File: config.mk
export PLATFORM = sky130hd
export DESIGN_NAME = reg_mem_2r1w
export DESIGN_NICKNAME = d
export VERILOG_FILES = /design/src/rtl/reg_mem_2r1w.sv
export SDC_FILE = /design/constraint.sdc
export NUM_CORES = 1
export LEC_CHECK = 0
export ABC_AREA = 1
export ABC_CLOCK_PERIOD_IN_PS = 2100
export BUFFER_PORTS_ARGS = -buffer_cell sky130_fd_sc_hd__buf_2
export CAP_MARGIN = 20
export CORE_ASPECT_RATIO = 0.8
export CORE_MARGIN = 2
export CORE_UTILIZATION = 25
export CTS_CLUSTER_SIZE = 14
export DETAILED_ROUTE_END_ITERATION = 12
export HOLD_SLACK_MARGIN = 0.06
export SETUP_SLACK_MARGIN = 0.3
export SLEW_MARGIN = 25
export SYNTH_ARGS = -nofsm -noshare
export SYNTH_HDL_FRONTEND = slang
export SYNTH_SLANG_ARGS = --single-unit
export TNS_END_PERCENT = 10
File: constraint.sdc
create_clock -name clk -period 2.1 [get_ports clk]
set_clock_uncertainty 0.1 [all_clocks]
set_input_delay 0.42 -clock clk [delete_from_list [all_inputs] [get_ports clk]]
set_output_delay 0.42 -clock clk [all_outputs]
set_load 0.02 [all_outputs]
File: src/rtl/reg_mem_2r1w.sv
// reg_mem_2r1w: register memory with one write port and two registered read
// ports (A, B). Both read ports are write-first: a write or sweep-clear landing
// on the read address in the same edge is forwarded to the read data.
// A background sweep FSM zeroes one entry per cycle after a clr_start request.
// Asynchronous reset reloads the contents (zero or index pattern) and aborts
// any sweep in progress.
module reg_mem_2r1w #(
   parameter int DATA_WIDTH = 8,
   parameter int ADDR_BITS  = 5,
   parameter int INIT_MODE  = 1
) (
   input  logic                  clk,
   input  logic                  rst_n,
   input  logic                  wen,
   input  logic [ADDR_BITS-1:0]  waddr,
   input  logic [DATA_WIDTH-1:0] wdata,
   output logic                  wr_drop,
   input  logic                  ren_a,
   input  logic [ADDR_BITS-1:0]  raddr_a,
   output logic [DATA_WIDTH-1:0] rdata_a,
   output logic                  rvalid_a,
   input  logic                  ren_b,
   input  logic [ADDR_BITS-1:0]  raddr_b,
   output logic [DATA_WIDTH-1:0] rdata_b,
   output logic                  rvalid_b,
   input  logic                  clr_start,
   output logic                  busy,
   output logic                  clr_done
);

   localparam int                    DEPTH     = 2 ** ADDR_BITS;
   localparam logic [ADDR_BITS-1:0]  LAST_ADDR = ADDR_BITS'(DEPTH - 1);
   localparam logic [ADDR_BITS-1:0]  ZERO_ADDR = {ADDR_BITS{1'b0}};
   localparam logic [DATA_WIDTH-1:0] ZERO_WORD = {DATA_WIDTH{1'b0}};

   typedef enum logic [1:0] {
      ST_IDLE  = 2'd0,
      ST_CLEAR = 2'd1,
      ST_DONE  = 2'd2
   } state_t;

   // Reset content of entry idx; the index is truncated when the word is narrower.
   function automatic logic [DATA_WIDTH-1:0] init_word(input int idx);
      if (INIT_MODE == 1) begin
         init_word = DATA_WIDTH'(idx);
      end else begin
         init_word = ZERO_WORD;
      end
   endfunction

   logic [DATA_WIDTH-1:0] mem_r [DEPTH];

   state_t                state_r;
   state_t                state_s;
   logic [ADDR_BITS-1:0]  cnt_r;
   logic [ADDR_BITS-1:0]  cnt_s;
   logic                  busy_r;
   logic                  busy_s;
   logic                  clr_done_r;
   logic                  clr_done_s;
   logic                  wr_drop_r;

   logic                  wr_acc_s;
   logic                  sweep_we_s;
   logic [DATA_WIDTH-1:0] rd_a_s;
   logic [DATA_WIDTH-1:0] rd_b_s;
   logic [DATA_WIDTH-1:0] rdata_a_r;
   logic [DATA_WIDTH-1:0] rdata_b_r;
   logic                  rvalid_a_r;
   logic                  rvalid_b_r;

   // A write is accepted only while no sweep owns the array; the sweep writes in CLEAR.
   always_comb begin
      wr_acc_s   = wen & ~busy_r;
      sweep_we_s = (state_r == ST_CLEAR);
   end

   // Write-first read selection for both ports: accepted write, then sweep clear, then array.
   always_comb begin
      rd_a_s = mem_r[raddr_a];
      rd_b_s = mem_r[raddr_b];
      if (wr_acc_s && (waddr == raddr_a)) begin
         rd_a_s = wdata;
      end else if (sweep_we_s && (cnt_r == raddr_a)) begin
         rd_a_s = ZERO_WORD;
      end else begin
         rd_a_s = mem_r[raddr_a];
      end
      if (wr_acc_s && (waddr == raddr_b)) begin
         rd_b_s = wdata;
      end else if (sweep_we_s && (cnt_r == raddr_b)) begin
         rd_b_s = ZERO_WORD;
      end else begin
         rd_b_s = mem_r[raddr_b];
      end
   end

   // Sweep FSM next-state logic; clr_start is only honoured in IDLE.
   always_comb begin
      state_s    = state_r;
      cnt_s      = cnt_r;
      busy_s     = busy_r;
      clr_done_s = 1'b0;
      case (state_r)
         ST_IDLE: begin
            if (clr_start) begin
               state_s = ST_CLEAR;
               cnt_s   = ZERO_ADDR;
               busy_s  = 1'b1;
            end else begin
               busy_s  = 1'b0;
            end
         end
         ST_CLEAR: begin
            if (cnt_r == LAST_ADDR) begin
               state_s    = ST_DONE;
               busy_s     = 1'b0;
               clr_done_s = 1'b1;
            end else begin
               cnt_s  = cnt_r + ADDR_BITS'(1);
               busy_s = 1'b1;
            end
         end
         ST_DONE: begin
            state_s = ST_IDLE;
            cnt_s   = ZERO_ADDR;
            busy_s  = 1'b0;
         end
         default: begin
            state_s = ST_IDLE;
            cnt_s   = ZERO_ADDR;
            busy_s  = 1'b0;
         end
      endcase
   end

   // Sweep FSM state, counter and status flags.
   always_ff @(posedge clk or negedge rst_n) begin
      if (!rst_n) begin
         state_r    <= ST_IDLE;
         cnt_r      <= ZERO_ADDR;
         busy_r     <= 1'b0;
         clr_done_r <= 1'b0;
         wr_drop_r  <= 1'b0;
      end else begin
         state_r    <= state_s;
         cnt_r      <= cnt_s;
         busy_r     <= busy_s;
         clr_done_r <= clr_done_s;
         wr_drop_r  <= wen & busy_r;
      end
   end

   // Storage array: reset reload, accepted writes, and sweep clears (never both at once).
   always_ff @(posedge clk or negedge rst_n) begin
      if (!rst_n) begin
         for (int i = 0; i < DEPTH; i++) begin
            mem_r[ADDR_BITS'(i)] <= init_word(i);
         end
      end else if (wr_acc_s) begin
         mem_r[waddr] <= wdata;
      end else if (sweep_we_s) begin
         mem_r[cnt_r] <= ZERO_WORD;
      end
   end

   // Registered read ports; data holds when the port is not enabled.
   always_ff @(posedge clk or negedge rst_n) begin
      if (!rst_n) begin
         rdata_a_r  <= ZERO_WORD;
         rdata_b_r  <= ZERO_WORD;
         rvalid_a_r <= 1'b0;
         rvalid_b_r <= 1'b0;
      end else begin
         rvalid_a_r <= ren_a;
         rvalid_b_r <= ren_b;
         if (ren_a) begin
            rdata_a_r <= rd_a_s;
         end
         if (ren_b) begin
            rdata_b_r <= rd_b_s;
         end
      end
   end

   assign rdata_a  = rdata_a_r;
   assign rdata_b  = rdata_b_r;
   assign rvalid_a = rvalid_a_r;
   assign rvalid_b = rvalid_b_r;
   assign busy     = busy_r;
   assign clr_done = clr_done_r;
   assign wr_drop  = wr_drop_r;

endmodule

# After elaboration in Yosys (flattened, before gate mapping)
# Index checks and enable logic that the tools add are counted.
# W data, S select, Z words.
[op_classes]
addsub = 1
order_cmp = 6
n_eq_ne = 9
n_mux = 28
bitwise_logic = 9
reduce_logical = 11
[op_table]
columns = ["cell", "n"]
rows = [
  ["$mux W256", 2],
  ["$and A256 B256 Y256", 1],
  ["$bwmux W256", 1],
  ["$not A256 Y256", 1],
  ["$bmux W8 S5", 2],
  ["$demux W8 S5", 2],
  ["$mux W8", 10],
  ["$ge A6 B6 Y1 const B", 4],
  ["$not A5 Y6", 4],
  ["$eq A5 B5 Y1", 4],
  ["$lt A6 B1 Y1 const B", 2],
  ["$mux W5", 2],
  ["$pmux W5 S2", 1],
  ["$logic_and A1 B1 Y1", 6],
  ["$reduce_and A2 Y1", 3],
  ["$add A5 B1 Y5 const B", 1],
  ["$eq A5 B5 Y1 const B", 1],
  ["$mux W1", 4],
  ["$mux W2", 2],
  ["$ne A2 B2 Y1 const B", 2],
  ["$pmux W2 S2", 1],
  ["$and A1 B1 Y1", 2],
  ["$eq A2 B1 Y1 const B", 1],
  ["$logic_not A2 Y1", 1],
  ["other kinds (4)", 4],
]
[totals]
regBits = 284
inputBits = 29
out_inout_bits = 21
word_cells = 105

# Longest topological paths before layout
# Gate-level depths: netlist of run 1.
[depth]
depth_word = 9
mapped_depth = 10

# Least setup slack after synthesis of run 1
# No wires, ideal clock.
[synth_timing]
path_type = "reg-to-reg"
startpoint = "register busy_r, in the netlist busy"
endpoint = "register mem_r[0] (netlist bit) (enable)"
setup_ns = 0.375
t_arrival_ns = 1.683
t_required_ns = 1.625
slack_ns = -0.058
stages_incl_launch_ff = 7
period_less_slack_ns = 2.158
cell_sequence = "dfrtp_1 > inv_1 > nand2_1 > inv_2 > clkbuf_1 > buf_1 > a21oi_1"
[synth_via]
elab_chain_len = 4
[synth_lines]
columns = ["item", "line_no", "rtl"]
rows = [
  ["start, declared", "57", "logic busy_r;"],
  ["start signal, assigned", "148", "busy_r <= busy_s;"],
  ["$not A1 Y1", "74", "wr_acc_s = wen & ~busy_r;"],
  ["$and A1 B1 Y1", "74", ""],
  ["$reduce_bool A2 Y1 (no source line)", "-", ""],
  ["$reduce_and A2 Y1 (no source line)", "-", ""],
  ["end signal, assigned by index", "158", "mem_r[ADDR_BITS'(i)] <= init_word(i);"],
  ["end signal, assigned by index", "161", "mem_r[waddr] <= wdata;"],
  ["end, declared", "51", "logic [DATA_WIDTH-1:0] mem_r [DEPTH];"],
]
# No other way between the ends.
# A chain may end at the register's enable or synchronous reset.

# Final worst setup path of run 1
[layout_timing]
startpoint = "register rdata_b_r[4], in the netlist rdata_b[4]"
endpoint = "output rdata_b[4]"
[layout_rtl]
columns = ["item", "line_no", "rtl"]
rows = [
  ["start, declared", "68", "logic [DATA_WIDTH-1:0] rdata_b_r;"],
  ["start signal, assigned", "181", "rdata_b_r <= rd_b_s;"],
  ["end, declared", "24", "output logic [DATA_WIDTH-1:0] rdata_b,"],
]
# No word-level cell between the ends.

==> results of run 1 <==
synthesized netlist by cell type:
cell type / instances
xor2_1: 7
nand2_1: 589
o211ai_1: 16
nor3b_1: 1
a21oi_1: 36
nor3_1: 10
inv_2: 23
clkbuf_1: 72
a21oi_2: 1
o22ai_1: 130
edfxtp_1: 128
inv_1: 283
o32ai_1: 96
nor2_1: 92
nor3_2: 3
nand3_1: 518
a2bb2oi_2: 2
dfstp_2: 32
dfrtp_1: 124
buf_1: 43
o21ai_1: 3
ha_1: 5
buf_2: 33
clkinv_1: 12
nand3_2: 2
o21ai_0: 61
power by group through the flow:
stage	clock network (mW)	registers [mW]	logic, mW
CTS	6.67	8.29	7.82
global route	6.86	8.48	9.04
floorplan	0	8.23	4.77
detailed placement	0	8.37	7.61
global placement	0	8.34	7.56
finish	6.58	8.33	8.29
worst register-to-register path, delay by kind of cell (launching register included):
| family | cells | cell delay (ns) |
|---|---|---|
| flops | 1 | 0.42 |
| fa+ha+maj | 2 | 0.35 |
| simple gates | 3 | 0.40 |
| compound gates | 2 | 0.19 |
| buf+inv | 3 | 0.34 |
sequential cells by signal, indices dropped and copies added (netlist names):
signal	count
rvalid_b	1
mem_r	256
rdata_b	8
busy	1
wr_drop	1
rvalid_a	1
rdata_a	8
cnt_r	5
state_r	2
clr_done	1
final timing paths:
kind | start | end | slack, ns | cells after the start
hold reg to reg | mem_r[233] | mem_r[233] | 0.41 | 2
min in group asynchronous | rst_n | mem_r[151] | 0.53 | 3
setup reg to reg | cnt_r[0] | cnt_r[3] | 0.17 | 10
hold / removal | wdata[7] | mem_r[143] | 0.27 | 3
max in group asynchronous | rst_n | rdata_a[4] | 0.72 | 3
setup / recovery | rdata_b[4] | rdata_b[4] | 0.14 | 1
timing repair:
| action | in CTS | in global routing |
|---|---|---|
| setup buffers | 7 | 7 |
| endpoints found under the hold margin | 120 | 0 |
| pin swaps | 2 | 6 |
| hold buffers | 5 | 0 |
| setup endpoints to repair | 344 | 383 |
| resized for setup | 19 | 46 |
| gates cloned | 3 | 1 |
final cells by class:
class / instances / area [sq um] / share of cell area [%]
clock buffers: 47 / 993 / 4.57
multi-input cells: 1573 / 8070 / 37.1
well taps: 924 / 1160 / 5.32
repair inverters: 1 / 6.26 / 0.0288
inverters: 318 / 1240 / 5.73
clock inverters: 14 / 224 / 1.03
flip-flops and latches: 284 / 7790 / 35.9
repair buffers: 240 / 2250 / 10.4
cells in the final DEF, fill, tap and decap left out, types with 46 or more instances in the layout:
cell / netlist / routed
buf_4: 0 / 144
nand2_1: 589 / 581
inv_1: 283 / 271
o32ai_1: 96 / 92
nand3_1: 518 / 516
nor2_1: 92 / 85
dfrtp_1: 124 / 120
o21ai_0: 61 / 56
o22ai_1: 130 / 130
buf_2: 33 / 46
edfxtp_1: 128 / 128
routing by layer:
layer / part of all wire (%) / vias up / track usage, %
met5: 0 / - / 0
met4: 2.7 / 0 / 6.06
met3: 14 / 130 / 6.42
met2: 39 / 1122 / 27.6
met1: 44 / 8619 / 30.1
li1: - / 8184 / -
logic make-up after synthesis:
group                      share of synthesized area [%]
AOI/OAI and AO/OA                                   13.4
xor gates and xnor gates                           0.355
adders and majority gates                          0.362
buffers and inverters                               10.4
DFF                                                 45.1
and+or+nand+nor                                     30.4
==> qor.log, run 1 <==
qor: setup_path.critPathTopFamily flip-flops
qor: power_and_ir_drop.power.clock.fraction 28.3%
qor: logic_synthesis.post_synth.cell_area_avg 7.44 sq um
qor: final_layout.num-nets-final 2486
qor: floorplanning.floorplan.core_area 0.0687 sq mm
qor: setup_path.critPathRequiredTime 1.58 ns
qor: power_and_ir_drop.power.internal 14.6 mW
qor: global_routing.grt_pass1_vias 17100
qor: cts.cts_root_buffer clkbuf_16
qor: global_routing.grt_max_degree 157
qor: timing.timing_worst_slew_pin_value 1.01 ns
qor: timing.final_hold_fails 0
qor: global_routing.grt_usage 20.3%
qor: route.detailedRoute.firstPassIterationCount 6
qor: final_layout.finished_layout_cells 3401
qor: power_and_ir_drop.power_switching_share 36.9%
qor: final_layout.postLayoutCellArea 0.0217 sq mm
qor: timing.final.period_utilization 93.1%
qor: logic_synthesis.post_synth_main_area_contributors edfxtp_1 (22%), dfrtp_1 (18%), nand3_1 (15%)
qor: global_routing.grt_pass1_wl 110 mm
qor: logic_synthesis.ys_warn_count 0
qor: setup_path.criticalPathCategory flip-flop to output port
qor: route.wl_per_cell 21.7 microns
qor: route.post_drt_via_cell_ratio 5.31
qor: setup_path.crit_path_max_fanout 2
qor: logic_synthesis.synth.yosys.seq_area_share 45.1%
qor: route.post_route_drc_violation_count 0
qor: setup_path.slowest_stage dfrtp_1
qor: global_routing.antenna_found_initial 1
qor: setup_path.critical_path.max_stage_delay 0.62 ns
qor: timing.timing.slew.headroom 32.4%
qor: timing.final.setup.worst_slack 0.144 ns
qor: power_and_ir_drop.leakage 9.65 nW
qor: cts.clk_pin_slew_worst_paths 0.07 ns
qor: setup_path.startpoint_type flip-flop
qor: cts.clock_latency_of_the_later_clocked_register_in_the_worst_skew_pair 0.56 ns
qor: place.gpl.final_weighted_congestion 1.00
qor: cts.htree_levels 2
qor: final_layout.area_added_between_synthesis_and_finish 25.8%
qor: place.dp_slack 0.0299 ns
qor: logic_synthesis.yosys.area.top_type edfxtp_1
qor: setup_path.worstPathBufferInverterCount 1
qor: floorplanning.initial_core_util 25.2%
qor: timing.setup_viol 0
qor: final_layout.fillCellCount 7361
qor: setup_path.timing.critical_path.to_type output port
qor: logic_synthesis.synth_cell_type_count 26
qor: floorplanning.number_of_top_level_pins 50
qor: route.routed-via-count 18100
qor: min_path.hp-class primary input to flip-flop
qor: setup_path.arrival 1.44 ns
qor: global_routing.grt.overflow.total 0
qor: route.ant_nets 0
qor: final_layout.num_antenna_cells 0
qor: timing.grt_setup_unrepaired true
qor: route.detailedRoute.firstIterationViolations 3043
qor: timing.fmax 511 MHz
qor: timing.fin_setup_tns 0 ns
qor: logic_synthesis.synth_instances 2322
qor: power_and_ir_drop.power.combinational.fraction 35.7%
qor: timing.final_worst_hold_slack 0.267 ns
qor: job.max_cap_viol_count 0
qor: logic_synthesis.synth_seq_cells 284
qor: power_and_ir_drop.power_frac_seq 35.9%
qor: power_and_ir_drop.irDropWorstVdd 489 uV
qor: power_and_ir_drop.total_power_of_the_final_layout 23.2 mW
qor: power_and_ir_drop.p_switching 8.56 mW
qor: floorplanning.dieWidth 298 microns
qor: floorplanning.dieArea 0.0712 sq mm
qor: setup_path.cp_cell_sequence buf_2
qor: final_layout.fraction_of_final_layout_cells_sized_beyond_drive_strength_1 16.7%
qor: cts.cts-buffers-inserted 34
qor: timing.final_max_slew_viol_count 0
qor: floorplanning.chipHeight 239 microns
qor: place.dp.final_hpwl 50.5 mm
qor: logic_synthesis.postSynthNetCount 2356
qor: cts.cts_tree done
qor: status.status complete, no violations
qor: place.buffer_ports.inserted 49
qor: place.numPlacedInstances 3317
qor: power_and_ir_drop.power_density 1070 mW/mm^2
qor: floorplanning.row_count 86
qor: timing.final.min_clock_period 1.96 ns
qor: cts.cts.sinks 284
qor: cts.cts_max_path_buffers 3
qor: route.wirelength 73.8 mm
qor: logic_synthesis.syn_area 0.0173 sq mm
qor: logic_synthesis.synth_largest_type_area_fraction 22.3%
qor: final_layout.finish.utilization 31.7%
qor: place.placed_area 0.0200 sq mm
Power figures use the tool's default switching activity.
==> inputs of run 2 (changes only) <==
--- a/config.mk
+++ b/config.mk
@@ -15,6 +15,7 @@
 export CTS_CLUSTER_SIZE = 14
 export DETAILED_ROUTE_END_ITERATION = 12
 export HOLD_SLACK_MARGIN = 0.06
+export REMOVE_ABC_BUFFERS = 1
 export SETUP_SLACK_MARGIN = 0.3
 export SLEW_MARGIN = 25
 export SYNTH_ARGS = -nofsm -noshare
==> qor.log, run 2 (synthesis results as in run 1) <==
qor: status.status complete, no violations
qor: cts.cts_root_buffer clkbuf_16
qor: power_and_ir_drop.irDropWorstVdd 700 uV [+43%]
qor: final_layout.num-nets-final 2477 [-0.36%]
qor: setup_path.critPathRequiredTime 2.31 ns [+0.73 ns]
qor: timing.final.min_clock_period 1.99 ns [+0.0340 ns]
qor: place.dp.final_hpwl 49.0 mm [-3.0%]
qor: floorplanning.row_count 86 [unchanged]
qor: power_and_ir_drop.power.combinational.fraction 36.9% [+1.2 points]
qor: power_and_ir_drop.power.internal 13.6 mW [-7.1%]
qor: timing.fin_setup_tns 0 ns [unchanged]
qor: setup_path.timing.critical_path.to_type flip-flop
qor: final_layout.finish.utilization 30.8% [-0.83 points]
qor: route.wl_per_cell 20.8 microns [-4.0%]
qor: setup_path.crit_path_max_fanout 8 [+6]
qor: route.detailedRoute.firstPassIterationCount 6 [unchanged]
qor: final_layout.layout.cells.most_common_list nand2_1 (586), nand3_1 (518), inv_1 (274)
qor: final_layout.largest_register mem_r
qor: place.dp_slack -0.571 ns [-0.601 ns]
qor: timing.final_worst_hold_slack 0.286 ns [+0.0197 ns]
qor: cts.cts-buffers-inserted 30 [-12%]
qor: global_routing.grt_max_degree 157 [unchanged]
qor: floorplanning.dieArea 0.0712 sq mm [unchanged]
qor: route.ant_nets 0 [unchanged]
qor: route.wirelength 70.6 mm [-4.3%]
qor: cts.cts_max_path_buffers 3 [unchanged]
qor: cts.cts_tree done
qor: route.post_drt_via_cell_ratio 5.25 [-1.1%]
qor: cts.clock_latency_of_the_later_clocked_register_in_the_worst_skew_pair 0.60 ns [+0.04 ns]
qor: timing.final.setup.worst_slack 0.110 ns [-0.0340 ns]
qor: power_and_ir_drop.power.clock.fraction 25.1% [-3.2 points]
qor: power_and_ir_drop.leakage 9.46 nW [-2.0%]
qor: timing.timing_worst_slew_pin_value 0.882 ns [-0.126 ns]
qor: global_routing.grt_pass1_vias 16100 [-5.5%]
qor: route.post_route_drc_violation_count 0 [unchanged]
qor: timing.final_hold_fails 0 [unchanged]
qor: cts.clk_pin_slew_worst_paths 0.07 ns [about the same]
qor: place.placed_area 0.0198 sq mm [-1.1%]
qor: final_layout.num_antenna_cells 0 [unchanged]
qor: timing.final.period_utilization 94.8% [+1.6 points]
qor: global_routing.grt_pass1_wl 105 mm [-4.6%]
qor: route.detailedRoute.firstIterationViolations 2668 [-12%]
qor: timing.grt_setup_unrepaired true
qor: floorplanning.number_of_top_level_pins 50 [unchanged]
qor: timing.setup_viol 0 [unchanged]
qor: floorplanning.initial_core_util 25.2% [unchanged]
qor: global_routing.grt.overflow.total 0 [unchanged]
qor: global_routing.antenna_found_initial 4 [+3]
qor: final_layout.area_added_between_synthesis_and_finish 22.6%
qor: timing.fmax 503 MHz [-1.7%]
qor: timing.timing.slew.headroom 40.8% [+8.4 points]
qor: power_and_ir_drop.power_switching_share 37.3% [+0.36 points]
qor: floorplanning.chipHeight 239 microns [unchanged]
qor: route.routed-via-count 17800 [-1.4%]
qor: timing.final_max_slew_viol_count 0 [unchanged]
qor: power_and_ir_drop.p_switching 8.08 mW [-5.7%]
qor: final_layout.postLayoutCellArea 0.0212 sq mm [-2.6%]
qor: place.gpl.final_weighted_congestion 0.942 [-5.9%]
qor: final_layout.number_of_flip_flops_under_the_largest_register_name 256 [unchanged]
qor: cts.htree_levels 1 [-1]
qor: cts.cts.sinks 284 [unchanged]
qor: job.max_cap_viol_count 0 [unchanged]
qor: power_and_ir_drop.power_frac_seq 38.0% [+2.1 points]
qor: global_routing.grt_usage 19.2% [-1.1 points]
qor: place.buffer_ports.inserted 49 [unchanged]
qor: setup_path.startpoint_type primary input
qor: floorplanning.floorplan.core_area 0.0687 sq mm [unchanged]
qor: setup_path.criticalPathCategory primary input to flip-flop
qor: floorplanning.dieWidth 298 microns [unchanged]
qor: final_layout.final_common_cell nand2_1
qor: setup_path.arrival 2.20 ns [+0.76 ns]
qor: min_path.hp-class primary input to flip-flop
qor: power_and_ir_drop.power_density 1020 mW/mm^2 [-4.1%]
qor: final_layout.fraction_of_final_layout_cells_sized_beyond_drive_strength_1 15.4% [-1.3 points]
## run 2: path summary, 6_finish.rpt
check / from / to / slack (ns) / cells after the start
worst min register to register: mem_r[233] / mem_r[233] / 0.42 / 2
worst max-delay path: waddr[2] / mem_r[71] / 0.11 / 8
worst max register to register: cnt_r[0] / mem_r[216] / 0.20 / 7
worst min-delay path: wdata[0] / mem_r[240] / 0.29 / 3
max in group asynchronous: rst_n / cnt_r[2] / 0.67 / 3
min in group asynchronous: rst_n / mem_r[149] / 0.54 / 3
## run 2: layout make-up
type                       instances  area (sq um)
inverter                         318          1210
clock buffer                      48           880
fill                            7429         47500
sequential                       284          7790
tap                              924          1160
timing repair buffer             236          2150
clock inverter                     8           101
multi-input combinational       1573          7890
## run 2: timing repair
action,4_1_cts,5_1_grt
setup buffers,0,14
resized for setup,6,54
hold endpoints to repair,128,0
setup endpoints to repair,192,382
gates cloned,0,1
pin swaps,0,7
hold buffers,5,0
## run 2: power groups by stage
stage	clock [mW]	combinational (mW)	sequential (mW)
after floorplan	0	4.39	8.26
after global placement	0	7.35	8.26
after detailed placement	0	7.42	8.31
after CTS	5.51	7.49	8.21
after global routing	5.77	8.73	8.37
final	5.45	7.99	8.23
## run 2: metrics by stage
| stage | total power, mW | std cells |
|---|---|---|
| 6_report | 21.7 | 3391 |
| 5_1_grt | 22.9 | 3391 |
| 4_1_cts | 21.2 | 3376 |
| 3_5_place_dp | 15.7 | 3315 |
| 3_3_place_gp | 15.6 | 3315 |
| 2_1_floorplan | 12.7 | 2174 |
## run 2: worst max-delay path: stages
cell and delay (ns):
buf_2 0.10, inv_2 0.04, nor3_1 0.71, buf_4 0.26, buf_4 0.10, nand2_1 0.13
a21oi_1 0.22, buf_4 0.21
## run 2: layer usage
layer	up-vias	wire, microns	track usage, %
met5	-	59	0
met3	99	8940	5.77
met2	1065	27600	25.7
met1	8457	32600	29.7
li1	8166	-	-
met4	8	1380	3.46
